===== src/rtl/seq_det_pkg.sv =====
// Shared definitions for the parametrised serial pattern detector.
//   state_t      : control FSM states (RUN, IDLE_ERR)
//   len_w()      : width of the pattern-length field for a given MAX_LEN
//   DEF_*        : pattern, length and overlap mode loaded on reset
package seq_det_pkg;

    typedef enum logic {
        RUN      = 1'b0,
        IDLE_ERR = 1'b1
    } state_t;

    function automatic int unsigned len_w(input int unsigned max_len);
        return $clog2(max_len + 1);
    endfunction

    localparam logic [7:0] DEF_PATTERN = 8'b0011_0110;
    localparam int unsigned DEF_LEN     = 6;
    localparam logic        DEF_OVERLAP = 1'b1;

endpackage


===== src/rtl/seq_det_sat_cnt.sv =====
// Saturating up-counter used for the detector's match count.
//   clk   : rising-edge clock
//   rst   : synchronous active-high reset
//   inc   : count one event (ignored once the counter is at all-ones)
//   clr   : synchronous clear
//   count : current count value
module seq_det_sat_cnt #(
    parameter int unsigned CNT_W = 8
) (
    input  logic             clk,
    input  logic             rst,
    input  logic             inc,
    input  logic             clr,
    output logic [CNT_W-1:0] count
);

    always_ff @(posedge clk) begin
        if (rst || clr) begin
            count <= '0;
        end else if (inc && (count != '1)) begin
            count <= count + 1'b1;
        end
    end

endmodule


===== src/rtl/param_seq_detector.sv =====
// Runtime-programmable serial bit-pattern detector.
// Optional feature macro: SEQ_DET_MATCH_CNT_EN builds the saturating match
// counter; without it match_cnt is tied to zero.
//   clk, rst     : clock, synchronous active-high reset
//   seq_in       : serial data bit, sampled when seq_valid is high
//   seq_valid    : data qualifier
//   cfg_load     : one-cycle strobe latching cfg_pattern/cfg_len/cfg_overlap
//   cfg_pattern  : right-aligned pattern, bit cfg_len-1 received first
//   cfg_len      : pattern length (1..MAX_LEN valid)
//   cfg_overlap  : 1 = overlapping matches allowed
//   dout         : registered one-cycle match pulse
//   match_cnt    : saturating match count
//   cfg_err      : loaded length invalid; detection suspended
module param_seq_detector
    import seq_det_pkg::*;
#(
    parameter int unsigned          MAX_LEN     = 8,
    parameter int unsigned          CNT_W       = 8,
    parameter logic [MAX_LEN-1:0]   RST_PATTERN = MAX_LEN'(DEF_PATTERN),
    parameter int unsigned          RST_LEN     = DEF_LEN,
    parameter logic                 RST_OVERLAP = DEF_OVERLAP,
    localparam int unsigned         LEN_W       = len_w(MAX_LEN)
) (
    input  logic               clk,
    input  logic               rst,
    input  logic               seq_in,
    input  logic               seq_valid,
    input  logic               cfg_load,
    input  logic [MAX_LEN-1:0] cfg_pattern,
    input  logic [LEN_W-1:0]   cfg_len,
    input  logic               cfg_overlap,
    output logic               dout,
    output logic [CNT_W-1:0]   match_cnt,
    output logic               cfg_err
);

    localparam int unsigned MW = LEN_W + MAX_LEN;

    state_t             state, state_nxt;
    logic [MAX_LEN-1:0] hist, hist_next;
    logic [LEN_W-1:0]   fill, fill_next;
    logic [MAX_LEN-1:0] pattern;
    logic [LEN_W-1:0]   len;
    logic               overlap;
    logic [LEN_W:0]     fill_p1;
    logic [MW-1:0]      mask;
    logic               accept;
    logic               hit;

    assign cfg_err = (state == IDLE_ERR);

    always_ff @(posedge clk) begin
        if (rst) begin
            state <= RUN;
        end else begin
            state <= state_nxt;
        end
    end

    always_comb begin
        state_nxt = state;
        if (cfg_load) begin
            state_nxt = ((cfg_len == '0) || (cfg_len > LEN_W'(MAX_LEN))) ? IDLE_ERR : RUN;
        end
    end

    always_comb begin
        accept    = seq_valid && !cfg_load && (state == RUN);
        hist_next = (hist << 1) | MAX_LEN'(seq_in);
        fill_p1   = {1'b0, fill} + (LEN_W + 1)'(1);
        // Mask is built wider than the pattern so len == MAX_LEN cannot overflow.
        mask      = (MW'(1) << len) - MW'(1);
        hit       = accept && (fill_p1 >= {1'b0, len})
                    && ((MW'(hist_next ^ pattern) & mask) == '0);
        fill_next = fill;
        if (hit && !overlap) begin
            fill_next = '0;
        end else if (fill != LEN_W'(MAX_LEN)) begin
            fill_next = fill_p1[LEN_W-1:0];
        end
    end

    always_ff @(posedge clk) begin
        if (rst) begin
            hist    <= '0;
            fill    <= '0;
            pattern <= RST_PATTERN;
            len     <= LEN_W'(RST_LEN);
            overlap <= RST_OVERLAP;
            dout    <= 1'b0;
        end else if (cfg_load) begin
            pattern <= cfg_pattern;
            len     <= cfg_len;
            overlap <= cfg_overlap;
            hist    <= '0;
            fill    <= '0;
            dout    <= 1'b0;
        end else begin
            dout <= hit;
            if (accept) begin
                hist <= hist_next;
                fill <= fill_next;
            end
        end
    end

`ifdef SEQ_DET_MATCH_CNT_EN
    seq_det_sat_cnt #(
        .CNT_W(CNT_W)
    ) u_cnt (
        .clk  (clk),
        .rst  (rst),
        .inc  (hit),
        .clr  (cfg_load),
        .count(match_cnt)
    );
`else
    assign match_cnt = '0;
`endif

endmodule


===== config.mk =====
export PLATFORM = sky130hd
export DESIGN_NAME = param_seq_detector
export DESIGN_NICKNAME = d
export VERILOG_FILES = /design/src/rtl/seq_det_pkg.sv /design/src/rtl/seq_det_sat_cnt.sv /design/src/rtl/param_seq_detector.sv
export SDC_FILE = /design/constraint.sdc
export NUM_CORES = 1
export LEC_CHECK = 0
export BUFFER_PORTS_ARGS = -buffer_cell sky130_fd_sc_hd__clkbuf_2
export CAP_MARGIN = 20
export CORE_UTILIZATION = 55
export CTS_CLUSTER_SIZE = 10
export DETAILED_ROUTE_END_ITERATION = 10
export PLACE_DENSITY = 0.87
export SLEW_MARGIN = 20
export SYNTH_ARGS = -nofsm -noshare
export SYNTH_HDL_FRONTEND = slang
export SYNTH_SLANG_ARGS = --single-unit

===== constraint.sdc =====
create_clock -name clk -period 3.65 [get_ports clk]
set_clock_uncertainty 0.05 [all_clocks]
set_input_delay 0.365 -clock clk [delete_from_list [all_inputs] [get_ports clk]]
set_output_delay 0.365 -clock clk [all_outputs]
set_load 0.005 [all_outputs]

# Word level (Yosys, flattened, before mapping)
# Index checks and enable logic that the tools add are counted.
[totals] reg_bits=26 out_inout_bits=10
[op_classes] addsub=2 order_cmp=2 eq_ne=1 shifts=1 n_mux=3 n_bitwise=4 reduce_logical=13
[ops] op="8-bit by 12-bit AND with 12-bit output" count=1
[ops] op="12-bit logical NOT" count=1
[ops] op="1-bit by 4-bit << shifter with 12-bit output (first input constant)" count=1
[ops] op="12-bit by 2-bit subtractor with 12-bit output (second input constant)" count=1
[ops] op="4-bit two-way mux" count=2
[ops] op="8-bit by 1-bit OR with 8-bit output" count=1
[ops] op="8-bit bitwise XOR" count=1
[ops] op="4-bit by 1-bit adder with 5-bit output (second input constant)" count=1
[ops] op="5-bit by 4-bit greater-or-equal comparator with 1-bit output" count=1
[ops] op="1-bit logical AND" count=5
[ops] op="4-bit > comparator (second input constant)" count=1
[ops] op="4-bit logical NOT" count=1
[ops] op="4-bit != test (second input constant)" count=1
[ops] op="1-bit logical NOT" count=2
[ops] op="2-bit AND reduction" count=1
[ops] op="2-bit nonzero test" count=1
[ops] op="2-bit OR reduction" count=1
[ops] op="1-bit logical OR" count=1
[ops] op="1-bit two-way mux" count=1
[ops] op="1-bit NOT" count=1

# Logic depth before layout (Yosys ltp)
[depth] ltp_word=8 depth_mapped=12 depth_no_buf=10

# Worst setup path before layout
# No wires, ideal clock.
[synth_timing] path_kind="reg2reg" start="register len[0]" end="register fill[3]" arrival_ns=2.447 required_ns=3.530 path_slack_ns=1.084 stages_incl_launch_ff=11 synth_period_minus_slack_ns=2.566 cell_sequence="dfxtp_1 -> or4_1 -> ha_1 -> buf_12 -> nor3_2 -> a21oi_1 -> or3_1 -> a21oi_2 -> nor4_2 -> or3b_1 -> a21oi_1"
[synth_via] elab_chain_len=8 elab_cells_between_ends=11
[synth_rtl] element="start: declaration" line_no="param_seq_detector.sv:43" text="logic [LEN_W-1:0] len;"
[synth_rtl] element="start signal: assignment" line_no="param_seq_detector.sv:88" text="len <= LEN_W'(RST_LEN);"
[synth_rtl] element="start signal: assignment" line_no="param_seq_detector.sv:93" text="len <= cfg_len;"
[synth_rtl] element="1-bit by 4-bit << shifter with 12-bit output" line_no="param_seq_detector.sv:72" text="mask = (MW'(1) << len) - MW'(1);"
[synth_rtl] element="12-bit by 2-bit subtractor with 12-bit output" line_no="param_seq_detector.sv:72"
[synth_rtl] element="8-bit by 12-bit AND with 12-bit output" line_no="param_seq_detector.sv:74" text="&& ((MW'(hist_next ^ pattern) & mask) == '0);"
[synth_rtl] element="12-bit logical NOT" line_no="param_seq_detector.sv:74"
[synth_rtl] element="1-bit logical AND *" line_no="param_seq_detector.sv:74"
[synth_rtl] element="1-bit logical AND *" line_no="param_seq_detector.sv:76" text="if (hit && !overlap) begin"
[synth_rtl] element="2-bit nonzero test (no source line)"
[synth_rtl] element="2-bit AND reduction (no source line)"
[synth_rtl] element="end signal: assignment" line_no="param_seq_detector.sv:102" text="fill <= fill_next;"
[synth_rtl] element="end: declaration" line_no="param_seq_detector.sv:41" text="logic [LEN_W-1:0] fill, fill_next;"
# Every way passes the cells marked *; elsewhere a longest branch is shown, timed or not.
# A chain may end at the register's enable or synchronous reset.

# Worst setup path in the final report
# Ends and elaborated chain as after synthesis.

==> out/qor.txt <==
pin count of the biggest net entering global routing: 21
leak pwr: 0.000702 uW
die width: 54.6 um
Area contributors post-synth: dfxtp_1 34%, mux2i_1 7.2%, ha_1 5.8%
CORE AREA: 0.00254 mm^2
Initial Utilization: 0.598
Post-CTS Setup Bufs: 0
number of routed nets with antenna violations: 0
max-slew violation count: 0
clock period minus worst slack: 2790 ps
number of synthesized flops with an enable pin: 0
synth unique cells: 44
synthesized flop and latch total: 26
DR vias/cell: 5.68
Worst Hold Margin: 184 ps
mean routed wirelength per cell: 14.3 um
synthesized area: 0.00152 mm^2
drt first pass iters: 4
CP Cell Sequence: or4_1 -> ha_1 -> nor3_2 -> a21oi_1 -> or3_1 -> a21oi_2 -> nor4_2 -> or3b_1 -> a21oi_1
Syn Area/Cell: 9.01 um^2
GPL Wtd Cong: 0.947
IO buf count: 19
TNS Setup: 0 ps
PostCTS Resize Cnt: 0
Worst EP arrival: 3010 ps
Synth Instances: 169
ant diodes: 0
number of global-route vias before repair: 1,170
Rows: 18
Tot GR Track Use: 0.235
Max Fclk: 358 MHz
final WL: 3060 um
clock root buffer: clkbuf_4
layout cells sized above 1: 0.174
Die Span Y: 54.6 um
worst vdd ir: 0.415 mV
RSZ-0062 raised after global routing: no
Clock Path Buffers: 2
CTS Hold Buffers Added: 0
CP max stage delay: 580 ps
async set or reset register ratio after synthesis: 0
Area Overhead vs Synth: 5.34%
power density over the cells: 368 mW/mm^2
Metal-1 WL: 1440 um
Seq/Total Area, Yosys: 0.342
Post-DP HPWL: 2350 um
Setup Viol. Count Final: 0
final worst slack: 860 ps
CTS H-tree lvls: 1
gr ovfl total: 0
Syn. warnings: 0
WP data required: 3870 ps
Hold WC Path Type: input port to register
status: complete, no violations
uppermost layer routed: met4
detailed-route via count: 1,215
Met2 Wirelength: 1510 um
Slowest cell on crit path: or4_1
first-pass GRT wire length: 5050 um
Critical Path Fanout Max: 9
initial drt markers: 30
final hold viol count: 0
fin crit share: 0.764
clock tree from TritonCTS: done
clk sinks: 26
met3 wire length: 72 um
nets: 210
Setup crit start kind: register
actual slew at the worst max-slew pin: 534 ps
Filler cells: 214
initial antenna violation count: 0
Max-cap violations: 0
kind of critical path: register to register
clk slew on worst S/H paths: 150 ps
largest area contributor in the netlist: dfxtp_1
I/O pin count: 28
CTS Buf Count: 3
Rel. slew slack: 0.644
most frequent CP cell: a21oi_1
crit path capture type: register
DRC: 0
Skew-Pair Late Insertion Delay: 330 ps
top cell type's share of synthesized area: 0.342
Die Area: 0.00298 mm^2
Synth Flop Type: dfxtp_1
DP Worst Slack: 911 ps
-- critical path: cells and delay by family, from the launching register on --
| family | cells | cell delay [ps] |
|---|---|---|
| flops | 1 | 430 |
| simple gates | 5 | 1510 |
| fa+ha+maj | 1 | 320 |
| compound gates | 3 | 400 |
-- synth_stat cells (all sizes together) (5+ instances only) --
cell / count
nand2: 22
nor2: 13
ha: 7
buf: 12
dfxtp: 26
inv: 6
o21ai: 5
mux2i: 11
xnor2: 6
xor2: 6
a21oi: 13
-- final timing paths --
check	start	to	slack (ps)	cells past startpoint
hold / removal	cfg_pattern[5]	pattern[5]	180	3
hold reg to reg	hist[4]	hist[5]	440	2
setup reg to reg	len[0]	fill[3]	860	9
setup / recovery	len[0]	fill[3]	860	9
-- cell families after synthesis --
family                     Yosys count  share of synthesized area
AOI/OAI and AO/OA                   31                      0.137
xor gates and xnor gates            12                     0.0813
adders and majority gates            7                     0.0575
buffers and inverters               21                      0.100
DFF                                 26                      0.342
muxes                               11                     0.0723
other                                1                    0.00246
and+or+nand+nor                     60                      0.207
-- routing by layer --
metal | up-vias | global-route usage
met5 | - | 0
met4 | 0 | 0.0940
met3 | 4 | 0.0306
met2 | 25 | 0.406
met1 | 583 | 0.292
li1 | 603 | -
-- state kept, by name, summed over array words and instances, names as in the netlist --
name and flops:
pattern 8, fill 4, len 4, hist 7, overlap 1, dout 1
cfg_err 1
-- power by group --
group	switching [uW]	leakage (uW)	internal, uW
combinational	43.3	0.000461	33.7
clock	92.4	0.0000279	111
sequential	14.7	0.000213	295
-- stage by stage --
step,std cells,cell area (um^2),utilization,power [uW]
6_report,214,1600,0.630,590
5_1_grt,214,1600,0.630,612
4_1_cts,214,1600,0.630,591
3_5_place_dp,210,1550,0.610,391
3_3_place_gp,210,1550,0.610,387
2_1_floorplan,176,1550,-,380
-- area by class of cell --
class                      instances  area [um^2]  area share
multi-input combinational        129          876       0.546
sequential                        26          520       0.324
timing repair buffer              19         95.1      0.0593
tap                               30         37.5      0.0234
clock inverter                     1         30.0      0.0187
clock buffer                       3         22.5      0.0140
inverter                           6         22.5      0.0140
-- cell usage in the layout, fill, tap and decap left out, types with 2 or more instances in the layout --
| cell | count |
|---|---|
| dfxtp_1 | 26 |
| nand2_1 | 22 |
| clkbuf_2 | 19 |
| nor2_1 | 12 |
| a21oi_1 | 12 |
| mux2i_1 | 11 |
| conb_1 | 8 |
| ha_1 | 7 |
| xor2_1 | 6 |
| xnor2_1 | 5 |
| inv_1 | 4 |
| nand4_1 | 4 |
| a211oi_1 | 4 |
| o21ai_0 | 4 |
| nand3_1 | 3 |
| nand2b_1 | 3 |
| a21o_1 | 3 |
| clkbuf_4 | 3 |
| inv_2 | 2 |
| nor4_1 | 2 |
| o211ai_1 | 2 |
Power figures use the tool's default switching activity.
